$ cat src/rtl/alu_share_sched.sv
// alu_share_sched: round-robin scheduler sharing one combinational ALU between two requesters.
// Latency: accept at cycle t, rspN_valid first high at t+2; one operation in flight, 3 cycles minimum each.
// Backpressure: a held response (rspN_ready low) stalls the block; no request is accepted until it completes.
//
// Ports:
//   clk, rst                          rising-edge clock, synchronous active-high reset
//   reqN_valid/ready, reqN_a/b/op     request handshake and operands per requester (N = 0, 1)
//   rspN_valid/ready                  response handshake per requester
//   rsp_data, rsp_flags               registered result and {zero, overflow, cout, less}, shared by both ports
//   alu_a, alu_b, alu_op              registered operands driven to the external ALU
//   alu_out, alu_zero/overflow/cout/less  combinational ALU result and flags
// Optional: define ALU_SHARE_STATS_EN to add saturating counters ops0_cnt, ops1_cnt, busy_cnt.
module alu_share_sched #(
  parameter int WIDTH = 32,
  parameter int OPW   = 3
) (
  input  logic             clk,
  input  logic             rst,
  input  logic             req0_valid,
  output logic             req0_ready,
  input  logic [WIDTH-1:0] req0_a,
  input  logic [WIDTH-1:0] req0_b,
  input  logic [OPW-1:0]   req0_op,
  input  logic             req1_valid,
  output logic             req1_ready,
  input  logic [WIDTH-1:0] req1_a,
  input  logic [WIDTH-1:0] req1_b,
  input  logic [OPW-1:0]   req1_op,
  output logic             rsp0_valid,
  input  logic             rsp0_ready,
  output logic             rsp1_valid,
  input  logic             rsp1_ready,
  output logic [WIDTH-1:0] rsp_data,
  output logic [3:0]       rsp_flags,
  output logic [WIDTH-1:0] alu_a,
  output logic [WIDTH-1:0] alu_b,
  output logic [OPW-1:0]   alu_op,
  input  logic [WIDTH-1:0] alu_out,
  input  logic             alu_zero,
  input  logic             alu_overflow,
  input  logic             alu_cout,
  input  logic             alu_less
`ifdef ALU_SHARE_STATS_EN
  ,
  output logic [15:0]      ops0_cnt,
  output logic [15:0]      ops1_cnt,
  output logic [15:0]      busy_cnt
`endif
);

  typedef enum logic [1:0] {
    IDLE = 2'd0,
    EXEC = 2'd1,
    RESP = 2'd2
  } state_t;

  state_t state, state_nxt;
  logic   last_grant;   // requester served most recently
  logic   gnt;          // requester owning the in-flight operation
  logic   grant_vld;
  logic   grant_sel;
  logic   rsp_done;

  // Handshake outputs are gated by rst so that nothing is accepted or
  // delivered in a reset cycle, whatever state the register still holds.
  always_comb begin
    state_nxt  = state;
    grant_vld  = 1'b0;
    grant_sel  = 1'b0;
    rsp_done   = 1'b0;
    req0_ready = 1'b0;
    req1_ready = 1'b0;
    rsp0_valid = 1'b0;
    rsp1_valid = 1'b0;
    if (!rst) begin
      case (state)
        IDLE: begin
          if (req0_valid && req1_valid) begin
            grant_vld = 1'b1;
            grant_sel = ~last_grant;
          end else if (req0_valid) begin
            grant_vld = 1'b1;
            grant_sel = 1'b0;
          end else if (req1_valid) begin
            grant_vld = 1'b1;
            grant_sel = 1'b1;
          end
          if (grant_vld) begin
            req0_ready = ~grant_sel;
            req1_ready = grant_sel;
            state_nxt  = EXEC;
          end
        end
        EXEC: state_nxt = RESP;
        RESP: begin
          rsp0_valid = ~gnt;
          rsp1_valid = gnt;
          rsp_done   = gnt ? rsp1_ready : rsp0_ready;
          if (rsp_done) state_nxt = IDLE;
        end
        default: state_nxt = IDLE;
      endcase
    end
  end

  always_ff @(posedge clk) begin
    if (rst) begin
      state      <= IDLE;
      last_grant <= 1'b1;
      gnt        <= 1'b0;
      alu_a      <= '0;
      alu_b      <= '0;
      alu_op     <= '0;
      rsp_data   <= '0;
      rsp_flags  <= '0;
    end else begin
      state <= state_nxt;
      // grant_vld is only ever raised in IDLE
      if (grant_vld) begin
        gnt    <= grant_sel;
        alu_a  <= grant_sel ? req1_a  : req0_a;
        alu_b  <= grant_sel ? req1_b  : req0_b;
        alu_op <= grant_sel ? req1_op : req0_op;
      end
      if (state == EXEC) begin
        rsp_data  <= alu_out;
        rsp_flags <= {alu_zero, alu_overflow, alu_cout, alu_less};
      end
      if (rsp_done) last_grant <= gnt;
    end
  end

`ifdef ALU_SHARE_STATS_EN
  always_ff @(posedge clk) begin
    if (rst) begin
      ops0_cnt <= '0;
      ops1_cnt <= '0;
      busy_cnt <= '0;
    end else begin
      if (rsp_done && !gnt && ops0_cnt != 16'hFFFF) ops0_cnt <= ops0_cnt + 16'd1;
      if (rsp_done &&  gnt && ops1_cnt != 16'hFFFF) ops1_cnt <= ops1_cnt + 16'd1;
      if (state != IDLE && busy_cnt != 16'hFFFF)    busy_cnt <= busy_cnt + 16'd1;
    end
  end
`endif

endmodule

$ cat config.mk
export PLATFORM = sky130hd
export DESIGN_NAME = alu_share_sched
export DESIGN_NICKNAME = d
export VERILOG_FILES = /design/src/rtl/alu_share_sched.sv
export SDC_FILE = /design/constraint.sdc
export NUM_CORES = 1
export LEC_CHECK = 0
export CAP_MARGIN = 20
export CORE_UTILIZATION = 40
export CTS_BUF_LIST = sky130_fd_sc_hd__clkbuf_2 sky130_fd_sc_hd__clkbuf_4 sky130_fd_sc_hd__clkbuf_8
export CTS_CLUSTER_SIZE = 8
export DETAILED_ROUTE_END_ITERATION = 6
export DONT_BUFFER_PORTS = 1
export PLACE_DENSITY_LB_ADDON = 0.25
export SYNTH_ARGS = -nofsm -noshare
export SYNTH_HDL_FRONTEND = slang
export SYNTH_SLANG_ARGS = --single-unit
$ cat constraint.sdc
create_clock -name clk -period 1.7 [get_ports clk]
set_clock_uncertainty 0.15 [all_clocks]
set_input_delay 0.17 -clock clk [delete_from_list [all_inputs] [get_ports clk]]
set_output_delay 0.17 -clock clk [all_outputs]
set_load 0.03 [all_outputs]
==> impl_metrics.py, run 1 <==
metrics = {
    "grt": {
        "grtUsageTotal_pct": 21.3,
        "overflow": 0,
        "antenna_found_initial": 0,
        "grt_pass1_wl_mm": 21.0,
        "grt_pass1_vias": 4134,
        "grt_max_degree": 108,
    },
    "power": {
        "p_leak_nw": 1.78,
        "combPwrFrac_pct": 17.4,
        "p_seq_share_pct": 54.7,
        "power_switching_share_pct": 34.7,
        "power_w": 0.00624,
        "clockPowerShare_pct": 27.9,
        "p_switching_w": 0.00216,
        "internal_power_w": 0.00407,
        "peakVddDrop_mv": 0.599,
        "power_density_nw_per_um2": 1160,
    },
    "route": {
        "finalWirelength_mm": 13.7,
        "vias_per_cell": 6.03,
        "first_pass_iters": 7,
        "dr.first_iter.drc_count": 264,
        "ant_nets": 0,
        "vias": 4160,
        "drc": 19,
        "wl_per_cell_um": 19.9,
    },
    "floorplanning": {
        "num_rows": 39,
        "die_w_um": 112,
        "initial_core_util_pct": 41.7,
        "die-area_um2": 12500,
        "core_um2": 11600,
        "die_y_um": 112,
        "pin_count": 283,
    },
    "status": {
        "failed_checks": "DRC, hold timing, setup timing",
        "status": "finished with violations",
    },
    "placement": {
        "port_buffers": 0,
        "place_area_um2": 5030,
        "place_ws_ns": 0.136,
        "dpl.hpwl_mm": 8.90,
        "gp_congestion": 0.739,
    },
    "critical_path": {
        "arrival_ns": 1.41,
        "crit_path_cell_trace": "nor3_4 -> buf_12 -> and2_4 -> buf_12",
        "worstPathRequired_ns": 1.38,
        "cp-start-kind": "flip-flop",
        "slowest_stage": "dfxtp_2",
        "critPathMaxStageDelay_ns": 0.36,
        "critical_path_class": "reg -> out",
        "path_common_cell": "buf_12",
        "end_kind": "output pin",
        "crit_start": "state[0]",
        "reg2reg_from": "state[0]",
        "critPathMaxFanout": 5,
    },
    "final_layout": {
        "fin_nets": 718,
        "multi_input_area_um2": 2190,
        "postLayoutCoreUtil_pct": 46.3,
        "area_growth_pct": 11.2,
        "n_antenna_cell": 0,
        "fillers": 1127,
        "finish.instance_area_um2": 5380,
        "drive_gt1_share_pct": 13.2,
        "regArea_um2": 2140,
    },
    "synth": {
        "async_flop_share_pct": 0,
        "synth_top_cell_by_area": "dfxtp_1",
        "synth_cells": 568,
        "yosysSeqAreaShare_pct": 44.3,
        "synth_cell_type_count": 27,
        "synth_top_area_share_pct": 44.3,
        "ys.warnings.count": 0,
        "syn_area_um2": 4840,
        "synth_common_cells": "107 x dfxtp_1, 106 x a21oi_1, 73 x nand2_1, 68 x inv_1, 67 x o211ai_1",
        "synth-seq-cells": 107,
        "avgSynthCellArea_um2": 8.52,
        "synth_edf_count": 0,
        "yosysMostFrequentCell": "dfxtp_1",
        "ys.flop_type": "dfxtp_1",
        "synthTopCellsByArea": "dfxtp_1 44%, a21oi_1 11%, o211ai_1 10%, o32ai_1 8.9%, o32ai_2 6.0%",
        "syn_nets": 744,
    },
    "sta": {
        "hold_ws_ns": -0.257,
        "fin_ws_ns": -0.0263,
        "worst_pin_slew_ns": 0.366,
        "rsz0062_at_grt": "true",
        "max-slew-margin-rel_pct": 75.6,
        "finalHoldViolations": 104,
        "fin_crit_sh_pct": 102,
        "max_freq_mhz": 579,
        "setup_viol_count_final": 2,
        "period_needed_ns": 1.73,
        "slew_viol_final": 0,
    },
    "clock_network": {
        "insertion_delay_ns": 0.38,
        "clkTransAtPathRegs_ns": 0.11,
        "cts_buffers": 9,
        "cts_buffer_depth": 2,
        "root_buffer": "clkbuf_8",
        "cts.sink_count": 107,
        "cts_tree": "yes",
        "cts_hold_buf": 2,
        "htreeDepth": 3,
    },
    "flow_run": {
        "drv_cap": 0,
    },
    "hold_path": {
        "hp-class": "in -> reg",
        "hold_path_startpoint": "rst",
    },
}
## worst paths after layout
check / slack (ns) / depth (start not counted) / to
min: -0.26 / 1 / alu_b[10]
min reg2reg: 0.33 / 2 / alu_a[27]
max: -0.03 / 4 / req1_ready
max reg2reg: 0.02 / 6 / alu_b[20]
## critical path, delay by kind of cell (launching register included)
kind,cells,cell delay [ns]
and+or+nand+nor,2,0.41
DFF,1,0.36
buffers and inverters,2,0.26
## power by group through the flow
stage               logic (W)  clock network (W)  registers [W]
finish                0.00108            0.00174        0.00341
global route          0.00121            0.00189        0.00344
CTS                   0.00107            0.00181        0.00341
detailed placement    0.00103                  0        0.00347
global placement     0.000992                  0        0.00346
floorplan            0.000809                  0        0.00343
## through the flow
stage	cells	setup TNS [ns]
after floorplan	568	0
after global placement	668	0
after detailed placement	668	0
after CTS	689	-0.311
after global routing	690	-3.09
final	690	-0.0286
## cell families after synthesis
logic type | Yosys count | share of synthesized area (%)
flip-flops | 107 | 44.3
multiplexers | 1 | 0.207
AO/OA/AOI/OAI | 244 | 36.9
buffers and inverters | 132 | 11.4
AND/OR/NAND/NOR | 84 | 7.24
## flip-flops by register name, indices dropped and copies added, names as in the netlist
signal / cells
state: 2
rsp_data: 32
alu_op: 3
rsp_flags: 4
gnt: 1
last_grant: 1
alu_a: 32
alu_b: 32
## routing by layer
layer  GRT usage, %  part of all wire (%)  routed length [um]  vias to the layer above
met2           36.4                    49                6760                      242
met4           11.5                   3.2                 445                        0
met3           7.51                    11                1460                       34
met5              0                     0                   0                        -
li1               -                     -                   -                     1995
met1           23.1                    37                5030                     1889
## final cells by class
type | instances | area share [%]
Timing Repair Buffer | 26 | 7.21
Tap cell | 143 | 3.33
Multi-Input combinational cell | 329 | 40.6
Clock buffer | 9 | 2.30
Inverter | 69 | 4.81
Clock inverter | 7 | 1.86
Sequential cell | 107 | 39.9
## placed cells by master (no fill, tap or decap), types with 3 or more instances in the layout
cell and n:
o32ai_1 49, clkbuf_8 9, clkinvlp_4 3, a21oi_1 106, o211ai_1 67, dfxtp_1 105
nand2_1 72, buf_12 11, buf_4 9, inv_1 68, o32ai_2 18
## what timing repair did
action	in CTS	in global routing
endpoints found under the setup margin	4	58
pin swaps	1	0
hold endpoints to repair	106	105
gates cloned	1	1
buffers inserted	2	0
resized for setup	9	2
Note: power is estimated with default switching activity, not from simulation.
==> run 2, diff against run 1 <==
--- a/config.mk
+++ b/config.mk
@@ -5,10 +5,9 @@
 export SDC_FILE = /design/constraint.sdc
 export NUM_CORES = 1
 export LEC_CHECK = 0
-export CAP_MARGIN = 20
+export CAP_MARGIN = 10
 export CORE_UTILIZATION = 40
 export CTS_BUF_LIST = sky130_fd_sc_hd__clkbuf_2 sky130_fd_sc_hd__clkbuf_4 sky130_fd_sc_hd__clkbuf_8
-export CTS_CLUSTER_SIZE = 8
 export DETAILED_ROUTE_END_ITERATION = 6
 export DONT_BUFFER_PORTS = 1
 export PLACE_DENSITY_LB_ADDON = 0.25
==> results of run 2 <==
No change in the layout: final DEF, timing and power equal those of run 1.
==> run 3, diff against run 2 <==
--- a/config.mk
+++ b/config.mk
@@ -11,6 +11,7 @@
 export DETAILED_ROUTE_END_ITERATION = 6
 export DONT_BUFFER_PORTS = 1
 export PLACE_DENSITY_LB_ADDON = 0.25
+export RECOVER_POWER = 100
 export SYNTH_ARGS = -nofsm -noshare
 export SYNTH_HDL_FRONTEND = slang
 export SYNTH_SLANG_ARGS = --single-unit
==> run 3 against run 2 <==
The run still ends with DRC, hold timing, setup timing left. Clock power about the same. Global-route usage unchanged. Sequential power about the same. Register-to-register slack about the same. Core utilization decreased by 0.60 points. Total power decreased by 0.53%. Largest cell class unchanged. Largest power group unchanged.
==> impl_metrics.py, run 3 (synthesis gave the netlist of run 1 again) <==
metrics = {
    "grt": {
        "grt_max_degree": 108,
        "grtUsageTotal_pct": 21.3,
        "grt_pass1_wl_mm": 21.0,
        "grt_pass1_vias": 4134,
        "overflow": 0,
        "antenna_found_initial": 0,
    },
    "floorplanning": {
        "initial_core_util_pct": 41.7,
        "core_um2": 11600,
        "num_rows": 39,
        "pin_count": 283,
        "die_w_um": 112,
        "die_y_um": 112,
        "die-area_um2": 12500,
    },
    "route": {
        "dr.first_iter.drc_count": 295,
        "ant_nets": 0,
        "finalWirelength_mm": 13.7,
        "vias_per_cell": 6.06,
        "drc": 19,
        "first_pass_iters": 7,
        "vias": 4183,
        "wl_per_cell_um": 19.9,
    },
    "sta": {
        "period_needed_ns": 1.73,
        "max_freq_mhz": 578,
        "setup-tns-final_ns": -0.0343,
        "setup_viol_count_final": 2,
        "fin_crit_sh_pct": 102,
        "max-slew-margin-rel_pct": 56.5,
        "fin_ws_ns": -0.0294,
        "finalHoldViolations": 105,
        "hold_ws_ns": -0.275,
        "slew_viol_final": 0,
        "rsz0062_at_grt": "true",
        "worst_pin_slew_ns": 0.653,
    },
    "critical_path": {
        "critPathMaxStageDelay_ns": 0.39,
        "slowest_stage": "dfxtp_1",
        "arrival_ns": 1.41,
        "worstPathRequired_ns": 1.38,
        "critPathMaxFanout": 5,
        "end_kind": "output pin",
        "cp-start-kind": "flip-flop",
        "r2r_slack_ns": 0.01,
        "crit_path_cell_trace": "a21boi_4 -> and2_4 -> buf_12",
        "cp_top_family": "flip-flops",
        "critPathBufInv": 1,
        "critical_path_class": "reg -> out",
    },
    "power": {
        "p_leak_nw": 1.74,
        "power_density_nw_per_um2": 1170,
        "peakVddDrop_mv": 0.597,
    },
    "clock_network": {
        "cts_buffers": 9,
        "root_buffer": "clkbuf_8",
        "cts_hold_buf": 2,
        "cts_buffer_depth": 2,
        "cts_tree": "yes",
        "insertion_delay_ns": 0.38,
        "cts.sink_count": 107,
        "htreeDepth": 3,
        "clkTransAtPathRegs_ns": 0.10,
    },
    "final_layout": {
        "n_antenna_cell": 0,
        "finish.instance_area_um2": 5310,
        "top_regs": "alu_a x32, alu_b x32, rsp_data x32",
        "layout_common_cells": "106 x a21oi_1, 105 x dfxtp_1, 72 x nand2_1, 68 x inv_1, 67 x o211ai_1",
        "postLayoutCoreUtil_pct": 45.7,
        "fin_nets": 718,
        "area_growth_pct": 9.72,
        "final_common_cell": "a21oi_1",
        "drive_gt1_share_pct": 12.4,
    },
    "status": {
        "status": "finished with violations",
        "failed_checks": "DRC, hold timing, setup timing",
    },
    "hold_path": {
        "hp-class": "in -> reg",
    },
    "flow_run": {
        "drv_cap": 0,
    },
    "placement": {
        "port_buffers": 0,
        "place_area_um2": 5030,
        "dpl.hpwl_mm": 8.90,
        "gp_congestion": 0.739,
    },
}
-- run 3: cell types whose count changed in the layout (fill, tap and decap cells not counted) --
cell / change
bufbuf_16: -1
clkbuf_4: +1
buf_12: -2
clkbuf_2: +1
buf_4: -4
clkbuf_1: +4
buf_2: +1
-- run 3: stage by stage --
step	std cells	power [W]	setup WS, ns
6_report	690	0.00620	-0.0294
3_3_place_gp	668	0.00446	0.181
4_1_cts	689	0.00630	-0.0479
3_5_place_dp	668	0.00450	0.136
2_1_floorplan	568	0.00424	0.168
5_1_grt	690	0.00650	-0.110
-- run 3: metal layers --
| layer | vias to the layer above | track usage [%] | wire length [um] |
|---|---|---|---|
| li1 | 1994 | - | - |
| met1 | 1921 | 23.1 | 5150 |
| met2 | 230 | 36.4 | 6730 |
| met3 | 38 | 7.51 | 1400 |
| met4 | 0 | 11.5 | 439 |
| met5 | - | 0 | 0 |
-- run 3: area by class of cell --
class                           instances  area [um2]
Fill cell                            1138        6300
Multi-Input combinational cell        329        2190
Sequential cell                       107        2140
Timing Repair Buffer                   26         318
Inverter                               69         259
Tap cell                              143         179
Clock buffer                            9         124
Clock inverter                          7         100
-- run 3: worst paths after layout --
check / endpoint / from / cells after the start
worst max-delay path: req1_ready / last_grant / 3
worst min-delay path: rsp_data[1] / rst / 1
worst max register to register: alu_b[20] / state[0] / 6
worst min register to register: alu_a[27] / alu_a[27] / 2
-- run 3: repair_timing --
action | in CTS | in global routing
gates cloned | 1 | 1
resized for setup | 9 | 2
endpoints found under the hold margin | 106 | 105
pin swaps | 1 | 0
setup endpoints to repair | 4 | 58
setup buffers | 2 | 0
-- run 3: where the power goes --
part | internal [W] | leakage, nW | switching [W]
clock network | 0.000836 | 0.102 | 0.000913
logic | 0.000434 | 0.761 | 0.000610
registers | 0.00276 | 0.882 | 0.000645
total | 0.00403 | 1.74 | 0.00217
